<file path="src/rtl/mem_arbiter.sv">
// mem_arbiter: sequences the single byte-wide RAM/UART bus between the
// instruction cache (32-bit fetches) and the load/store buffer (1/2/4-byte
// loads and stores).
//
// Handshake: a requester raises its level request (IC_S / LSB_S) with its
// fields and holds it until the matching one-cycle success pulse. Fields are
// latched at grant, so later changes on the inputs are ignored. The success
// pulse is the only acceptance/completion event. There is no separate ready.
//
// Ports
//   clk, rst          clock, synchronous active-high reset
//   rdy               low = freeze all state, mem_wr forced to 0
//   clr               pipeline flush (aborts reads, never aborts writes)
//   io_buffer_full    UART tx buffer full, holds I/O write beats
//   mem_din           RAM read byte, valid one cycle after its address
//   mem_dout/mem_a/mem_wr  byte bus write data / address / write strobe
//   IC_S/IC_pos/IC_success/IC_value            ICache fetch port
//   LSB_S/LSB_type/LSB_pos/LSB_len/LSB_result/
//   LSB_success/LSB_value                      load/store buffer port
//   dbg_state, dbg_starve   FSM state and anti-starvation counter
module mem_arbiter #(
  parameter int STARVE_LIMIT = 4,
  parameter int IO_GAP       = 1
) (
  input  logic        clk,
  input  logic        rst,
  input  logic        rdy,
  input  logic        clr,
  input  logic        io_buffer_full,
  input  logic [7:0]  mem_din,
  output logic [7:0]  mem_dout,
  output logic [31:0] mem_a,
  output logic        mem_wr,
  input  logic        IC_S,
  input  logic [31:0] IC_pos,
  output logic        IC_success,
  output logic [31:0] IC_value,
  input  logic        LSB_S,
  input  logic        LSB_type,
  input  logic [31:0] LSB_pos,
  input  logic [2:0]  LSB_len,
  input  logic [31:0] LSB_result,
  output logic        LSB_success,
  output logic [31:0] LSB_value,
  output logic [2:0]  dbg_state,
  output logic [7:0]  dbg_starve
);

  typedef enum logic [2:0] {
    IDLE   = 3'd0,
    READ   = 3'd1,
    WRITE  = 3'd2,
    DONE   = 3'd3,
    IOWAIT = 3'd4
  } state_t;

  state_t      state;
  logic [7:0]  starve;
  logic [7:0]  gap_cnt;
  logic [31:0] addr_q;
  logic [31:0] data_q;
  logic [31:0] rd_data;
  logic [31:0] rd_next;
  logic [1:0]  last_q;     // index of the final byte of the transaction
  logic [1:0]  a_idx;      // byte index currently on mem_a
  logic [1:0]  r_idx;      // next byte index to capture from mem_din
  logic        pend;       // mem_din this cycle answers the previous address
  logic        issuing;    // mem_a still carries an unissued read beat
  logic        stalled;    // previous cycle had rdy=0
  logic        owner_ic;
  logic        is_write;
  logic        io_q;
  logic        wr_q;
  logic        ic_succ_q;
  logic        lsb_succ_q;

  logic        ic_req;
  logic        lsb_req;
  logic        ic_win;
  logic        lsb_win;
  logic        beat_go;
  logic [31:0] grant_pos;
  logic [1:0]  lsb_last;

  // A pulse is only visible in a running cycle; a flush hides read results.
  assign IC_success  = ic_succ_q && rdy && !clr;
  assign LSB_success = lsb_succ_q && rdy && !(clr && !is_write);

  // An I/O beat is held (not written, not advanced) while the UART is full.
  assign mem_wr  = wr_q && rdy && !(io_q && io_buffer_full);
  assign beat_go = (state == WRITE) && mem_wr;

  assign dbg_state  = state;
  assign dbg_starve = starve;

  always_comb begin
    ic_req    = IC_S && !IC_success;
    lsb_req   = LSB_S && !LSB_success;
    ic_win    = ic_req && (!lsb_req || (starve == 8'(STARVE_LIMIT)));
    lsb_win   = lsb_req && !ic_win;
    grant_pos = ic_win ? IC_pos : LSB_pos;
    if (LSB_len == 3'd0)
      lsb_last = 2'd0;
    else if (LSB_len >= 3'd4)
      lsb_last = 2'd3;
    else
      lsb_last = 2'(LSB_len - 3'd1);
    rd_next = rd_data;
    rd_next[{r_idx, 3'b000} +: 8] = mem_din;
  end

  always_ff @(posedge clk) begin
    if (rst) begin
      state      <= IDLE;
      starve     <= '0;
      gap_cnt    <= '0;
      addr_q     <= '0;
      data_q     <= '0;
      rd_data    <= '0;
      last_q     <= '0;
      a_idx      <= '0;
      r_idx      <= '0;
      pend       <= 1'b0;
      issuing    <= 1'b0;
      stalled    <= 1'b0;
      owner_ic   <= 1'b0;
      is_write   <= 1'b0;
      io_q       <= 1'b0;
      wr_q       <= 1'b0;
      ic_succ_q  <= 1'b0;
      lsb_succ_q <= 1'b0;
      mem_a      <= '0;
      mem_dout   <= '0;
      IC_value   <= '0;
      LSB_value  <= '0;
    end else if (!rdy) begin
      stalled <= 1'b1;
    end else begin
      stalled    <= 1'b0;
      ic_succ_q  <= 1'b0;
      lsb_succ_q <= 1'b0;
      case (state)
        IDLE: begin
          if (!clr && (ic_win || lsb_win)) begin
            owner_ic <= ic_win;
            is_write <= lsb_win && LSB_type;
            addr_q   <= grant_pos;
            mem_a    <= grant_pos;
            io_q     <= (grant_pos[17:16] == 2'b11);
            last_q   <= ic_win ? 2'd3 : lsb_last;
            data_q   <= LSB_result;
            rd_data  <= '0;
            a_idx    <= '0;
            r_idx    <= '0;
            pend     <= 1'b0;
            issuing  <= 1'b1;
            if (lsb_win && LSB_type) begin
              mem_dout <= LSB_result[7:0];
              wr_q     <= 1'b1;
              state    <= WRITE;
            end else begin
              state <= READ;
            end
            if (ic_win)
              starve <= '0;
            else if (ic_req && (starve != 8'(STARVE_LIMIT)))
              starve <= starve + 8'd1;
          end
        end

        READ: begin
          if (clr) begin
            state   <= IDLE;
            pend    <= 1'b0;
            issuing <= 1'b0;
          end else if (stalled) begin
            // mem_din is not trusted across a stall: restart from the oldest
            // byte not yet captured.
            a_idx   <= r_idx;
            mem_a   <= addr_q + 32'(r_idx);
            pend    <= 1'b0;
            issuing <= 1'b1;
          end else begin
            if (issuing) begin
              pend <= 1'b1;
              if (a_idx == last_q) begin
                issuing <= 1'b0;
              end else begin
                a_idx <= a_idx + 2'd1;
                mem_a <= addr_q + 32'(a_idx) + 32'd1;
              end
            end else begin
              pend <= 1'b0;
            end
            if (pend) begin
              rd_data <= rd_next;
              r_idx   <= r_idx + 2'd1;
              if (r_idx == last_q) begin
                state <= DONE;
                pend  <= 1'b0;
                if (owner_ic) begin
                  IC_value  <= rd_next;
                  ic_succ_q <= 1'b1;
                end else begin
                  LSB_value  <= rd_next;
                  lsb_succ_q <= 1'b1;
                end
              end
            end
          end
        end

        WRITE: begin
          if (beat_go) begin
            if (a_idx == last_q) begin
              wr_q <= 1'b0;
              if (io_q && (IO_GAP > 0)) begin
                state   <= IOWAIT;
                gap_cnt <= 8'd1;
              end else begin
                state      <= DONE;
                lsb_succ_q <= 1'b1;
              end
            end else begin
              a_idx    <= a_idx + 2'd1;
              mem_a    <= addr_q + 32'(a_idx) + 32'd1;
              mem_dout <= data_q[15:8];
              data_q   <= data_q >> 8;
            end
          end
        end

        IOWAIT: begin
          if (gap_cnt >= 8'(IO_GAP)) begin
            state      <= DONE;
            lsb_succ_q <= 1'b1;
          end else begin
            gap_cnt <= gap_cnt + 8'd1;
          end
        end

        DONE: begin
          state <= IDLE;
        end

        default: begin
          state <= IDLE;
        end
      endcase
    end
  end

endmodule

</file>
<file path="config.mk">
export PLATFORM = sky130hd
export DESIGN_NAME = mem_arbiter
export DESIGN_NICKNAME = d
export VERILOG_FILES = /design/src/rtl/mem_arbiter.sv
export SDC_FILE = /design/constraint.sdc
export NUM_CORES = 1
export LEC_CHECK = 0
export BUFFER_PORTS_ARGS = -buffer_cell sky130_fd_sc_hd__buf_2
export CAP_MARGIN = 25
export CORE_AREA = 2 2 152 154
export DETAILED_ROUTE_END_ITERATION = 10
export DIE_AREA = 0 0 154 156
export GPL_ROUTABILITY_DRIVEN = 1
export PLACE_DENSITY = 0.76
export SYNTH_ARGS = -nofsm -noshare
export SYNTH_HDL_FRONTEND = slang
export SYNTH_SLANG_ARGS = --single-unit
</file>
<file path="constraint.sdc">
create_clock -name clk -period 2.5 [get_ports clk]
set_input_delay 0.5 -clock clk [delete_from_list [all_inputs] [get_ports clk]]
set_output_delay 0.5 -clock clk [all_outputs]
set_load 0.05 [all_outputs]
</file>
==> results.tsv, run 1 <==
metric	value	unit
met1 Track Usage GR	0.342	
slowest cell on the critical path	dfxtp_2	
Yosys cell types	70	
Post-Place Setup Slack	-0.213	ns
Area after DPL	13000	sq um
initial drt markers	911	
Finished Core Util	0.622	
share of the synthesized area in the top cell type	0.408	
layout cell share with drive strength beyond 1	0.242	
post-route cell area	13900	sq um
Hold/Removal Path Class	in -> reg	
most used flip-flop cell after synthesis	dfxtp_1	
worst skew pair latency	0.54	ns
clock skew	0.0173	ns
GRT busiest layer	met2	
critical path peak fanout	64	
final hold vios	0	
setup violators final	0	
via count	11100	
NumNets Final	1758	
Mapped Cells	1382	
Initial Util	0.495	
Post-route DRC	0	
EDFF count, synth	0	
routed wire length	32800	um
largest cells by area after synthesis	dfxtp_1 41%, nor2_1 7.5%, a211oi_1 6.6%, a21oi_1 5.7%, nand2_1 3.9%	
first-pass GRT wire length	51300	um
IO Count	233	
CTS max path bufs	3	
Routed WL per cell	17.0	um
CTS clk-pin slew, worst paths	0.07	ns
fillcell total	1950	
Final ANT Viol Nets	0	
post-DP HPWL	22900	um
Pwr Density	627	nW/um^2
RD Place Congestion	0.925	
vias per std cell	5.73	
Root Buffer	clkbuf_16	
CP startpoint kind	flip-flop	
# clock sinks	226	
total grt overflow	0	
Mapped Avg Cell Area	8.02	sq um
CP Class	reg -> reg	
critical path endpoint category	flip-flop	
setup ws final	0.0993	ns
post-synthesis sequential area ratio	0.408	
fin crit share	0.960	
gr usage total	0.256	
CTS Hold Bufs	0	
Mapped Area	11100	sq um
Yosys warnings	0	
Max rail drop VDD	0.549	mV
Port Buffers	232	
area leader, netlist	dfxtp_1	
min cycle time layout	2.40	ns
Critical Path, Cell by Cell	buf_4, nand2b_1, or2_1, nor3_1, nand3_1, nor2_4, buf_12, nor2_1, a211oi_1	
GR Util met3	0.0442	
row cnt	55	
crit path DAT	2.84	ns
largest net degree at the start of global routing	88	
status	completed	
FFs w/ async S/R, synth	0	
initial antenna violation count	1	
Reg area	4530	sq um
CTS tree	built	
leakage power	5.52	nW
Max H-tree Level	1	
P&R area growth vs syn	25.5	%
FF+latch count, synth	226	
Slew HR	0.503	
Post-Syn Nets	1515	
FMAX	0.417	GHz
Worst Max-Slew Pin Slew	0.742	ns
CTS Buf Count	25	
core region area	22400	sq um
max-slew violation count	0	
GR Util met2	0.423	
vias in the first global route	10200	
Max-Cap Viols	0	
die width	154	um
WP data required	2.94	ns
Die ar.	24000	sq um
first-pass detailed-route iteration total	5	
Largest stage delay, worst path	0.33	ns
die height	156	um
multi-input logic area	6150	sq um
==> cells in the final DEF, fill, tap and decap left out, types with 16 or more instances in the layout <==
master,count
a211oi_1,98
a21oi_1,123
a311oi_1,25
buf_2,231
buf_4,79
clkbuf_16,25
dfxtp_1,221
ha_1,16
inv_1,23
mux2i_1,27
nand2_1,115
nand3_1,26
nand4_1,22
nor2_1,219
nor2b_1,35
nor3_1,49
o21ai_0,49
xnor2_1,34
xor2_1,24
==> cells by family (layout without fill, tap and decap cells) <==
kind of cell               Yosys count  in the layout  synth area share
AOI/OAI and AO/OA                  384            385             0.226
xor gates and xnor gates            58             58            0.0459
adders and majority gates           18             18            0.0217
buffers and inverters              130            390            0.0456
DFF                                226            226             0.408
muxes                               32             32            0.0294
other                                0              1                 0
and+or+nand+nor                    534            534             0.223
==> report_power, final <==
group / internal, W / switching (W) / total (W)
combinational: 0.000436 / 0.000781 / 0.00122
clock: 0.00215 / 0.00153 / 0.00367
sequential: 0.00372 / 0.000105 / 0.00383
==> sequential cells by signal (all words and copies together) (netlist names), 2 cells and up <==
register / count
mem_dout: 8
addr_q: 32
a_idx: 2
gap_cnt: 8
IC_value: 32
mem_a: 32
r_idx: 2
last_q: 2
dbg_state: 3
dbg_starve: 8
data_q: 24
LSB_value: 32
rd_data: 32
==> synth_stat cells, drive strengths merged, types with 23 or more instances <==
cell	instances
mux2i	28
nand3	26
xor2	24
a311oi	25
nor2b	35
xnor2	34
nor2	222
inv	23
dfxtp	226
a21oi	126
clkbuf	86
o21ai	55
nand2	116
a211oi	98
nor3	51
==> layer usage <==
| metal | wire length [um] | vias to the layer above |
|---|---|---|
| met5 | 0 | - |
| met4 | 924 | 0 |
| met3 | 2220 | 66 |
| met2 | 15200 | 381 |
| met1 | 14400 | 5175 |
| li1 | - | 5434 |
==> through the flow <==
step | setup TNS, ns | total power (W) | hold WS [ns] | std cells
4_1_cts | -0.0122 | 0.00875 | 0.201 | 1925
5_1_grt | -0.413 | 0.00904 | 0.212 | 1929
2_1_floorplan | -0.0326 | 0.00466 | 0.430 | 1382
3_3_place_gp | -0.551 | 0.00507 | 0.430 | 1878
3_5_place_dp | -2.98 | 0.00509 | 0.436 | 1878
6_report | 0 | 0.00872 | 0.217 | 1929
==> area by class of cell <==
class	count	share of cell area
sequential	226	0.326
antenna	1	0.000180
inverter	24	0.00648
clock buffer	32	0.0490
tap	285	0.0256
clock inverter	13	0.00999
timing repair buffer	321	0.140
multi-input combinational	1027	0.443
==> final timing paths <==
| kind | startpoint | depth (start not counted) | end | slack [ns] |
|---|---|---|---|---|
| max reg2reg | dbg_state[1] | 9 | LSB_value[31] | 0.1 |
| max | dbg_state[1] | 9 | LSB_value[31] | 0.1 |
| min | LSB_result[30] | 3 | data_q[30] | 0.22 |
| min reg2reg | mem_a[14] | 2 | mem_a[14] | 0.44 |
==> critical path, delay by kind of cell (launching register included) <==
kind,cells,cell delay [ns]
simple gates,6,1.23
buf+inv,2,0.42
flops,1,0.33
compound gates,1,0.26
==> timing repair <==
action	4_1_cts	5_1_grt
gates cloned	0	1
gates resized for setup	2	10
buffers inserted	2	2
endpoints found under the setup margin	29	51
pin swaps	2	2
No activity file was read; power rests on OpenSTA's default activity.
==> run 2, diff against run 1 <==
--- a/config.mk
+++ b/config.mk
@@ -6,12 +6,10 @@
 export NUM_CORES = 1
 export LEC_CHECK = 0
 export BUFFER_PORTS_ARGS = -buffer_cell sky130_fd_sc_hd__buf_2
-export CAP_MARGIN = 25
-export CORE_AREA = 2 2 152 154
+export CORE_AREA = 2 2 170 172
 export DETAILED_ROUTE_END_ITERATION = 10
-export DIE_AREA = 0 0 154 156
+export DIE_AREA = 0 0 172 174
 export GPL_ROUTABILITY_DRIVEN = 1
-export PLACE_DENSITY = 0.76
 export SYNTH_ARGS = -nofsm -noshare
 export SYNTH_HDL_FRONTEND = slang
 export SYNTH_SLANG_ARGS = --single-unit
==> run 2 against run 1 <==
  * Register-to-register slack better by 0.02 ns
  * Cell area is 2.2% higher
  * Core utilization is 12 points lower
  * Sequential power hardly changed
  * Critical path depth is 1 higher
  * Critical path type unchanged
  * Critical endpoint is now LSB_value[6]
  * Largest power group is now clock
==> results.tsv, run 2 (synthesis results as in run 1) <==
metric	value	unit	change
WHS Path Cells	3		unchanged
fin crit share	0.951		-0.00953
via count	11000		-0.20%
RSZ-0062 raised after global routing	false		
Root Buffer	clkbuf_16		
Final ANT Viol Nets	0		unchanged
Tot Pwr	0.00916	W	+5.1%
leakage power	5.60	nW	+1.5%
P&R area growth vs syn	28.3	%	
setup violators final	0		unchanged
worst skew pair latency	0.53	ns	about the same
setup ws final	0.123	ns	+0.0238 ns
critical path endpoint category	flip-flop		
RD Place Congestion	0.919		-0.69%
Worst Max-Slew Pin Slew	0.783	ns	+0.0409 ns
CTS Buf Count	26		+4.0%
crit path DAT	2.83	ns	about the same
min cycle time layout	2.38	ns	-0.0238 ns
routed wire length	35400	um	+8.0%
GR Util met3	0.0451		+0.000915
CTS Hold Bufs	0		unchanged
Cell Int Power	0.00669	W	+6.1%
die width	172	um	+12%
Slew HR	0.475		-0.0274
largest net degree at the start of global routing	71		-19%
CP Class	reg -> reg		
CTS max path bufs	3		unchanged
first-pass GRT wire length	54600	um	+6.3%
GRT busiest layer	met2		
Die ar.	29900	sq um	+25%
gr usage total	0.224		-0.0321
status	completed		
max-slew violation count	0		unchanged
met1 Track Usage GR	0.306		-0.0360
switching share of total power	0.269		-0.00726
Comb pwr share	0.135		-0.005
leading cell type in the layout, fill and taps excluded	buf_2		
Post-route DRC	0		unchanged
Hold/Removal Path Class	in -> reg		
reg2reg path depth	10		+1
NumNets Final	1764		+0.34%
vias per std cell	5.42		-5.4%
# clock sinks	226		unchanged
die height	174	um	+12%
WHS	0.225	ns	+0.00737 ns
critical path peak fanout	31		-52%
core region area	28200	sq um	+26%
layout cell share with drive strength beyond 1	0.243		+0.00140
GR Util met2	0.356		-0.0675
Max-Cap Viols	0		unchanged
Post-Place Setup Slack	0.0483	ns	+0.261 ns
Max H-tree Level	1		unchanged
total grt overflow	0		unchanged
FMAX	0.421	GHz	+1.0%
Reg power frac	0.418		-0.021
Initial Util	0.392		-0.103
WP data required	2.95	ns	about the same
row cnt	62		+13%
first-pass detailed-route iteration total	5		unchanged
CTS clk-pin slew, worst paths	0.06	ns	about the same
initial antenna violation count	2		+1
final hold vios	0		unchanged
Pwr Density	645	nW/um^2	+2.8%
post-DP HPWL	24500	um	+6.9%
vias in the first global route	10300		+0.60%
IO Count	233		unchanged
clock power share	0.447		+0.026
initial drt markers	798		-12%
most frequent cells in the layout	231 x buf_2, 221 x dfxtp_1, 219 x nor2_1		
Net Switching	0.00247	W	+2.3%
CP startpoint kind	flip-flop		
Routed WL per cell	17.4	um	+2.4%
clock skew	0.0150	ns	-0.00234 ns
Max rail drop VDD	0.496	mV	-9.6%
Port Buffers	232		unchanged
CTS tree	built		
[run 2: final timing paths]
check / startpoint / endpoint / slack, ns
setup / recovery: dbg_state[1] / LSB_value[6] / 0.12
hold reg to reg: mem_a[17] / mem_a[17] / 0.43
hold / removal: LSB_result[30] / data_q[30] / 0.22
setup reg to reg: dbg_state[1] / LSB_value[6] / 0.12
[run 2: worst max-delay path, stage by stage, from the launching register on]
cell and delay (ns):
dfxtp_2 0.32, buf_4 0.17, nand2b_1 0.21, or2_1 0.30
nor3_1 0.23, nand3_1 0.23, nor2_4 0.22, buf_12 0.13
clkbuf_16 0.21, nor2_1 0.06, a211oi_1 0.18
[run 2: repair_timing]
item                                    in CTS  in global routing
setup buffers                                0                  2
endpoints found under the hold margin        0                  0
endpoints found under the setup margin       0                 52
resized for setup                            0                  7
[run 2: cell type report]
type                       instances  area, sq um
multi-input combinational       1026         6130
clock inverter                    10          166
antenna                            1         2.50
inverter                          24         90.1
timing repair buffer             327         2050
sequential                       226         4530
tap                              384          480
fill                            2811        14000
clock buffer                      37          762
[run 2: through the flow]
step	cells	setup TNS, ns	util	instance area (sq um)
final	2035	0	0.503	14200
after global routing	2035	0	0.503	14200
after CTS	2030	0	0.499	14100
after detailed placement	1983	0	0.467	13200
after global placement	1983	0	0.467	13200
after floorplan	1382	-0.0326	-	11100
[run 2: power by group through the flow]
stage | clock network [W] | logic [W] | registers (W)
global route | 0.00430 | 0.00134 | 0.00384
global placement | 0 | 0.00121 | 0.00390
floorplan | 0 | 0.000620 | 0.00404
CTS | 0.00417 | 0.00123 | 0.00383
finish | 0.00410 | 0.00123 | 0.00383
detailed placement | 0 | 0.00122 | 0.00391
[run 2: metal layers]
layer / part of all wire / vias up
li1: - / 5427
met4: 0.029 / 0
met5: 0 / -
met2: 0.45 / 348
met1: 0.45 / 5198
met3: 0.072 / 61
==> run 3, diff against run 2 <==
--- a/config.mk
+++ b/config.mk
@@ -10,6 +10,7 @@
 export DETAILED_ROUTE_END_ITERATION = 10
 export DIE_AREA = 0 0 172 174
 export GPL_ROUTABILITY_DRIVEN = 1
+export PLACE_DENSITY = 0.73
 export SYNTH_ARGS = -nofsm -noshare
 export SYNTH_HDL_FRONTEND = slang
 export SYNTH_SLANG_ARGS = --single-unit
==> run 3 against run 2 <==
  * Sequential share of layout area rose by 0.50 points
  * Register-to-register slack worse by 0.04 ns
  * Clock power is 6.1% lower
  * Cell area decreased by 1.6%
  * Critical endpoint is now mem_a[19]
  * Highest routed layer is now met5
==> results.tsv, run 3 (synthesis results as in run 1) <==
metric	value	unit	change
status	completed		
Max rail drop VDD	0.518	mV	+4.4%
CTS Buf Count	26		unchanged
CP Class	reg -> reg		
post-route cell area	14000	sq um	-1.6%
Initial Util	0.392		unchanged
die height	174	um	unchanged
Port Buffers	232		unchanged
first-pass GRT wire length	54400	um	-0.32%
largest net degree at the start of global routing	132		+86%
Die ar.	29900	sq um	unchanged
initial antenna violation count	2		unchanged
CP startpoint kind	flip-flop		
CTS tree	built		
routed wire length	34700	um	-2.0%
Tot Pwr	0.00890	W	-2.8%
initial drt markers	703		-12%
CTS max path bufs	3		unchanged
leakage power	5.47	nW	-2.4%
RD Place Congestion	0.933		+1.6%
Max-Cap Viols	0		unchanged
most frequent cells in the layout	231 x buf_2, 221 x dfxtp_1, 219 x nor2_1		
via count	11100		+0.29%
Max H-tree Level	1		unchanged
Root Buffer	clkbuf_16		
row cnt	62		unchanged
worst skew pair latency	0.54	ns	about the same
critical path endpoint category	flip-flop		
Hold/Removal Path Class	in -> reg		
setup violators final	0		unchanged
first-pass detailed-route iteration total	5		unchanged
Final ANT Viol Nets	0		unchanged
clock skew	0.0136	ns	-0.00140 ns
ant diodes	0		-1
Pwr Density	636	nW/um^2	-1.3%
crit path DAT	2.90	ns	+0.07 ns
die width	172	um	unchanged
CTS clk-pin slew, worst paths	0.06	ns	about the same
layout cell share with drive strength beyond 1	0.237		-0.00622
Post-route DRC	0		unchanged
RSZ-0062 raised after global routing	true		
gr usage total	0.222		-0.00186
vias in the first global route	10500		+2.0%
critical path peak fanout	10		-68%
max-slew violation count	0		unchanged
Slew HR	0.477		+0.00162
IO Count	233		unchanged
NumNets Final	1746		-1.0%
final hold vios	0		unchanged
WP data required	2.98	ns	+0.03 ns
FMAX	0.414	GHz	-1.6%
fin crit share	0.967		+0.0158
core region area	28200	sq um	unchanged
vias per std cell	5.49		+1.3%
# clock sinks	226		unchanged
Worst Max-Slew Pin Slew	0.781	ns	-0.00243 ns
min cycle time layout	2.42	ns	+0.0394 ns
leading cell type in the layout, fill and taps excluded	buf_2		
total grt overflow	0		unchanged
Area after DPL	13100	sq um	-0.72%
P&R area growth vs syn	26.3	%	
WHS	0.222	ns	-0.00266 ns
post-DP HPWL	24500	um	+0.30%
Routed WL per cell	17.2	um	-0.99%
-- run 3: critical path, stage by stage (launching register included) --
cell and delay (ns):
dfxtp_2 0.44, or4b_4 0.53, a22oi_4 0.26, a22oi_2 0.09
or3_4 0.38, buf_4 0.17, o32ai_1 0.24, a21o_1 0.12
a22o_1 0.11
-- run 3: report_power, final --
| part | internal (W) | switching (W) | leakage (nW) |
|---|---|---|---|
| clock network | 0.00229 | 0.00157 | 0.425 |
| registers | 0.00372 | 0.000118 | 1.84 |
| logic | 0.000428 | 0.000780 | 3.21 |
-- run 3: final timing paths --
check	start	endpoint	slack [ns]	depth (start not counted)
max	dbg_state[0]	mem_a[19]	0.08	8
min	LSB_result[29]	data_q[29]	0.22	3
max reg2reg	dbg_state[0]	mem_a[19]	0.08	8
min reg2reg	mem_a[14]	mem_a[14]	0.44	2
-- run 3: final cells by class --
class                           instances  area [sq um]
Fill cell                            2788         14200
Multi-Input combinational cell       1026          6130
Sequential cell                       226          4530
Timing Repair Buffer                  309          1900
Clock buffer                           34           741
Tap cell                              384           480
Clock inverter                         11           125
Inverter                               24          90.1
-- run 3: timing repair --
action,CTS,global route
gates resized for setup,0,9
pin swaps,1,2
hold buffers,0,0
buffers inserted,0,2
endpoints found under the setup margin,1,28
-- run 3: routing by layer --
metal	vias to the layer above	part of all wire	global-route usage
li1	5402	-	-
met1	5176	0.43	0.293
met2	392	0.46	0.361
met3	94	0.072	0.0389
met4	2	0.035	0.0865
met5	-	0.00037	0
-- run 3: per-stage QoR --
stage / utilization / std cells / setup TNS [ns] / setup WS [ns]
global route: 0.496 / 2014 / -0.171 / -0.0652
CTS: 0.494 / 2012 / 0 / 0.00227
finish: 0.496 / 2014 / 0 / 0.0837
global placement: 0.463 / 1967 / 0 / 0.0981
floorplan: - / 1382 / -0.0326 / -0.0326
detailed placement: 0.463 / 1967 / -0.0196 / -0.0196
